[src/rtl/instr_encoder.sv]
// RV32I instruction encoder: packs instruction fields into 32-bit words and
// streams them into instruction memory at auto-incrementing word addresses.
module instr_encoder #(
  parameter int unsigned ADDR_W    = 8,
  parameter int unsigned BASE_ADDR = 0
) (
  input  logic              clk,
  input  logic              rst_n,
  input  logic              start,
  input  logic              in_valid,
  output logic              in_ready,
  input  logic [2:0]        cls,
  input  logic [4:0]        rd,
  input  logic [4:0]        rs1,
  input  logic [4:0]        rs2,
  input  logic [2:0]        funct3,
  input  logic [6:0]        funct7,
  input  logic [31:0]       imm,
  output logic              wr_en,
  output logic [ADDR_W-1:0] wr_addr,
  output logic [31:0]       wr_data,
  output logic [ADDR_W:0]   count,
  output logic              full,
  output logic              err
);

  localparam logic [ADDR_W-1:0] BASE     = ADDR_W'(BASE_ADDR);
  localparam logic [ADDR_W-1:0] TOP_ADDR = '1;
  localparam logic [ADDR_W-1:0] ADDR_ONE = ADDR_W'(1);
  localparam logic [ADDR_W:0]   CNT_ONE  = (ADDR_W+1)'(1);

  localparam logic [2:0] CLS_LW  = 3'd0;
  localparam logic [2:0] CLS_SW  = 3'd1;
  localparam logic [2:0] CLS_R   = 3'd2;
  localparam logic [2:0] CLS_B   = 3'd3;
  localparam logic [2:0] CLS_I   = 3'd4;
  localparam logic [2:0] CLS_JAL = 3'd5;

  localparam logic [6:0] OP_LOAD  = 7'b0000011;
  localparam logic [6:0] OP_STORE = 7'b0100011;
  localparam logic [6:0] OP_R     = 7'b0110011;
  localparam logic [6:0] OP_B     = 7'b1100011;
  localparam logic [6:0] OP_I     = 7'b0010011;
  localparam logic [6:0] OP_JAL   = 7'b1101111;

  typedef enum logic [1:0] {IDLE, RUN, FULL} state_t;

  state_t             state_q, state_d;
  logic [ADDR_W-1:0]  addr_q, addr_d;
  logic [ADDR_W:0]    count_q, count_d;
  logic               err_q, err_d;
  logic               full_q, full_d;
  logic               wr_en_q, wr_en_d;
  logic [ADDR_W-1:0]  wr_addr_q, wr_addr_d;
  logic [31:0]        wr_data_q, wr_data_d;

  logic signed [31:0] imm_s;
  logic               is_shift;
  logic               ok_i12;
  logic               ok_shamt;
  logic               ok_b;
  logic               ok_j;
  logic               legal;
  logic [31:0]        enc_word;
  logic               xfer;

  assign imm_s    = $signed(imm);
  assign is_shift = (funct3 == 3'b001) || (funct3 == 3'b101);
  assign ok_i12   = (imm_s >= -32'sd2048) && (imm_s <= 32'sd2047);
  assign ok_shamt = (imm_s >= 32'sd0) && (imm_s <= 32'sd31);
  assign ok_b     = (imm_s >= -32'sd4096) && (imm_s <= 32'sd4094) && !imm[0];
  assign ok_j     = (imm_s >= -32'sd1048576) && (imm_s <= 32'sd1048574) && !imm[0];

  assign in_ready = (state_q == RUN) && !start;
  assign xfer     = in_valid && in_ready;

  // Field packing and legality per instruction class
  always_comb begin
    enc_word = 32'h0;
    legal    = 1'b0;
    case (cls)
      CLS_LW: begin
        enc_word = {imm[11:0], rs1, funct3, rd, OP_LOAD};
        legal    = ok_i12;
      end
      CLS_SW: begin
        enc_word = {imm[11:5], rs2, rs1, funct3, imm[4:0], OP_STORE};
        legal    = ok_i12;
      end
      CLS_R: begin
        enc_word = {funct7, rs2, rs1, funct3, rd, OP_R};
        legal    = 1'b1;
      end
      CLS_B: begin
        enc_word = {imm[12], imm[10:5], rs2, rs1, funct3, imm[4:1], imm[11], OP_B};
        legal    = ok_b;
      end
      CLS_I: begin
        if (is_shift) begin
          enc_word = {funct7, imm[4:0], rs1, funct3, rd, OP_I};
          legal    = ok_shamt;
        end else begin
          enc_word = {imm[11:0], rs1, funct3, rd, OP_I};
          legal    = ok_i12;
        end
      end
      CLS_JAL: begin
        enc_word = {imm[20], imm[10:1], imm[11], imm[19:12], rd, OP_JAL};
        legal    = ok_j;
      end
      default: begin
        enc_word = 32'h0;
        legal    = 1'b0;
      end
    endcase
  end

  // Next-state: start always wins over a same-cycle transfer
  always_comb begin
    state_d   = state_q;
    addr_d    = addr_q;
    count_d   = count_q;
    err_d     = err_q;
    full_d    = full_q;
    wr_en_d   = 1'b0;
    wr_addr_d = wr_addr_q;
    wr_data_d = wr_data_q;
    if (start) begin
      state_d = RUN;
      addr_d  = BASE;
      count_d = '0;
      err_d   = 1'b0;
      full_d  = 1'b0;
    end else if (xfer) begin
      if (legal) begin
        wr_en_d   = 1'b1;
        wr_addr_d = addr_q;
        wr_data_d = enc_word;
        count_d   = count_q + CNT_ONE;
        if (addr_q == TOP_ADDR) begin
          state_d = FULL;
          full_d  = 1'b1;
        end else begin
          addr_d = addr_q + ADDR_ONE;
        end
      end else begin
        err_d = 1'b1;
      end
    end
  end

  always_ff @(posedge clk) begin
    if (!rst_n) begin
      state_q   <= IDLE;
      addr_q    <= BASE;
      count_q   <= '0;
      err_q     <= 1'b0;
      full_q    <= 1'b0;
      wr_en_q   <= 1'b0;
      wr_addr_q <= '0;
      wr_data_q <= 32'h0;
    end else begin
      state_q   <= state_d;
      addr_q    <= addr_d;
      count_q   <= count_d;
      err_q     <= err_d;
      full_q    <= full_d;
      wr_en_q   <= wr_en_d;
      wr_addr_q <= wr_addr_d;
      wr_data_q <= wr_data_d;
    end
  end

  assign wr_en   = wr_en_q;
  assign wr_addr = wr_addr_q;
  assign wr_data = wr_data_q;
  assign count   = count_q;
  assign full    = full_q;
  assign err     = err_q;

endmodule

[config.mk]
export PLATFORM = sky130hd
export DESIGN_NAME = instr_encoder
export DESIGN_NICKNAME = d
export VERILOG_FILES = /design/src/rtl/instr_encoder.sv
export SDC_FILE = /design/constraint.sdc
export NUM_CORES = 1
export LEC_CHECK = 0
export ABC_AREA = 0
export CORE_ASPECT_RATIO = 0.9
export CORE_MARGIN = 2
export CORE_UTILIZATION = 44
export DETAILED_ROUTE_END_ITERATION = 8
export PLACE_DENSITY = 0.88
export SYNTH_ARGS = -nofsm -noshare
export SYNTH_HDL_FRONTEND = slang
export SYNTH_SLANG_ARGS = --single-unit
[constraint.sdc]
create_clock -name clk -period 2.83 [get_ports clk]
set_input_delay 0.283 -clock clk [delete_from_list [all_inputs] [get_ports clk]]
set_output_delay 0.283 -clock clk [all_outputs]
set_load 0.005 [all_outputs]
==> flow_metrics.py, run 1 <==
metrics = {
    "drt": {
        "drc_errors": 0,
        "vias_per_cell": 5.68,
        "via_count": 3245,
        "post_drt_wl_per_cell_um": 15.9,
        "first_pass_iters": 4,
        "routed_wirelength_um": 9060,
        "m1WireLength_um": 3470,
        "route.met2.wl_um": 4580,
        "top_layer_used": "met4",
        "wl_met3_um": 821,
        "first_iter_violations": 175,
        "ant_nets": 0,
    },
    "synth": {
        "synth-seq-cells": 59,
        "synth_enable_flop_cells": 0,
        "yosysWarningCount": 0,
        "synthTopCellsByArea": "sky130_fd_sc_hd__dfxtp_1 (40%), sky130_fd_sc_hd__nand2_1 (6.1%), sky130_fd_sc_hd__o211a_1 (4.7%)",
        "fraction_of_the_mapped_netlist_area_in_compound_gates_pct": 26.7,
        "fraction_of_synthesis_flops_using_an_asynchronous_set_or_reset_pin_pct": 0,
        "synth_ff_type": "sky130_fd_sc_hd__dfxtp_1",
        "ys_types": 48,
        "netlist_instances": 358,
        "synthAdderAreaFrac_pct": 0.842,
        "yosys.area_share.xor_xnor_pct": 0.295,
        "yosys.area_share.simple_pct": 25.6,
        "post_synth_net_total": 424,
        "synth.mux.area_fraction_pct": 1.68,
        "post_synth_instance_area_mm2": 0.00297,
        "synth_seq_area_share_pct": 39.7,
        "synth_top_cell_area_share_pct": 39.7,
        "synth_common_cells": "sky130_fd_sc_hd__dfxtp_1 (59), sky130_fd_sc_hd__nand2_1 (48), sky130_fd_sc_hd__nor2_1 (37)",
        "synth.most_common_cell": "sky130_fd_sc_hd__dfxtp_1",
        "synth_top_cell_by_area": "sky130_fd_sc_hd__dfxtp_1",
        "synth_top_family_by_area": "compound AO/OA/AOI/OAI gates",
        "avgSynthCellArea_um2": 8.30,
    },
    "final_layout": {
        "antenna_cells_inserted": 0,
        "finalCoreUtilization_pct": 68.5,
        "regArea_mm2": 0.00118,
        "layout_cells_sized_above_1_pct": 8.52,
        "multi_input_comb_area_mm2": 0.00164,
        "finalNetCount": 543,
        "final.fill_count": 489,
        "area_growth_syn_to_layout_pct": 51.1,
    },
    "sta": {
        "clock-skew-final_ns": 0.00674,
        "worst_slew_pin_slew_ns": 0.525,
        "finalHoldViolations": 0,
        "final.min_clock_period_ns": 2.66,
        "setup_repair_after_global_routing_missed_its_margin": "false",
        "maxSlewViolCount": 0,
        "setup-tns-final_ns": 0,
        "fmax_ghz": 0.377,
        "max-slew-margin-rel_pct": 64.9,
        "timing.final.crit_share_pct": 93.8,
        "timing.final.setup_violations": 0,
    },
    "place": {
        "numPortBuffers": 116,
        "gp_congestion": 0.912,
        "post-dp-hpwl_um": 6670,
    },
    "hold_path": {
        "worstHoldStart": "wr_addr[7]",
        "holdCritPathClass": "reg2reg",
    },
    "global_route": {
        "grt_pass1_wl_um": 14700,
        "grt_start_max_net_pins": 42,
        "initial_antenna_violation_count": 0,
        "global_route.overflow_total": 0,
        "track_usage_pct": 24.7,
        "grt_pass1_vias": 3243,
    },
    "clocking": {
        "clock_insertion_delay_worst_skew_ns": 0.33,
        "tritoncts.num_buffers": 9,
        "clockBufferDepth": 2,
        "cts_setup_buffers": 0,
        "cts-root-buf": "sky130_fd_sc_hd__clkbuf_8",
        "clock_sink_count": 59,
        "register_clock_pin_slew_on_the_reported_worst_setup_and_hold_paths_ns": 0.06,
        "hold_buffers": 0,
        "cts_htree_levels": 3,
        "clock_tree_from_tritoncts": "yes",
        "cts.repair.resized": 0,
    },
    "critical_path": {
        "crit_path_cell_trace": "clkdlybuf4s50_1 > or4_4 > nor4_4 > nand4_1 > a211oi_2 > nor2_4 > or4_1 > a21oi_1",
        "max_stage_delay_ns": 0.56,
        "critPathRequiredTime_ns": 3.09,
        "critPathSlowestCell": "sky130_fd_sc_hd__or4_4",
        "startpoint_type_of_the_worst_setup_path": "input pin",
        "rr_startpoint": "full",
        "cp-end-kind": "register",
        "cp.arrival_ns": 2.92,
        "critPathKind": "in2reg",
        "worstPathMaxFanout": 13,
        "cp-startpoint": "imm[19]",
    },
    "floorplan": {
        "dieArea_mm2": 0.00743,
        "die_h_um": 82.0,
        "coreArea_mm2": 0.00655,
        "fp-row-count": 28,
        "ioPinCount": 117,
        "initial_core_util_pct": 45.4,
        "chipWidth_um": 90.6,
    },
    "power": {
        "vdd_drop_max_uv": 256,
        "total_leakage_power_nw": 1.68,
        "power_per_cell_area_mw_per_mm2": 410,
    },
    "outcome": {
        "run_status": "finished clean",
    },
    "flow_run": {
        "cap_violations": 0,
    },
}
-- cells in the final DEF, fill, tap and decap left out, drive strengths merged, types with 5 or more instances in the layout --
| cell | count |
|---|---|
| a22oi | 10 |
| or4 | 8 |
| mux2i | 5 |
| dfxtp | 59 |
| a21oi | 27 |
| o211ai | 9 |
| a221oi | 11 |
| o211a | 14 |
| buf | 21 |
| or3 | 7 |
| o21ai | 8 |
| nand2 | 48 |
| nand3 | 8 |
| nor4 | 6 |
| nor2 | 38 |
| nand4 | 8 |
| clkdlybuf4s50 | 116 |
| nor3b | 13 |
| clkbuf | 13 |
| a21boi | 11 |
-- stage by stage --
step	power (W)	hold slack (ns)	cell area (µm²)	cells	setup slack (ns)
2_1_floorplan	0.000944	0.392	2970	358	0.560
5_1_grt	0.00190	0.484	4490	571	0.0814
4_1_cts	0.00185	0.461	4490	571	0.216
3_3_place_gp	0.00109	0.442	4300	556	-0.0402
3_5_place_dp	0.00109	0.453	4300	556	-0.0755
6_report	0.00184	0.456	4490	571	0.175
-- sequential cells by signal (all words and copies together), names as in the netlist --
signal   cells
full         1
err          1
count        9
state_q      1
wr_data     30
addr_q       8
wr_addr      8
wr_en        1
-- logic make-up (layout without fill, tap and decap cells) --
logic type,count (synthesis),count (layout)
fa+ha+maj,2,2
flops,59,59
xor+xnor,1,1
buf+inv,33,156
simple gates,150,150
compound gates,108,108
mux,5,5
-- area by class of cell --
class,count,share of cell area (%)
Inverter,4,0.334
Clock buffer,13,3.54
Tap cell,90,2.51
Clock inverter,2,0.780
Multi-Input combinational cell,266,36.6
Timing Repair Buffer,137,29.9
Sequential cell,59,26.3
-- power by group --
| part | leakage (nW) | internal (W) | switching (W) |
|---|---|---|---|
| sequential | 0.476 | 0.000837 | 0.00000361 |
| clock | 0.0995 | 0.000449 | 0.000314 |
| combinational | 1.11 | 0.000135 | 0.000102 |
-- worst max-delay path: cells and delay by family --
family / cells / cell delay, ns
AOI/OAI and AO/OA: 2 / 0.53
buffers and inverters: 1 / 0.44
and+or+nand+nor: 5 / 1.65
-- final timing paths --
check | cells past startpoint | slack, ns | end
min | 2 | 0.46 | wr_addr[7]
min reg2reg | 2 | 0.46 | wr_addr[7]
max | 8 | 0.17 | addr_q[4]
max reg2reg | 6 | 0.71 | addr_q[4]
-- layer usage --
layer,track usage (%),vias to the layer above
met1,25.5,1513
li1,-,1567
met5,0,-
met4,8.46,0
met2,46.9,145
met3,8.81,20
No activity file was read; power rests on OpenSTA's default activity.
==> run 2, diff against run 1 <==
Settings changed: SLEW_MARGIN set to 20.
==> results of run 2 <==
No change in the layout: final DEF, timing and power equal those of run 1.
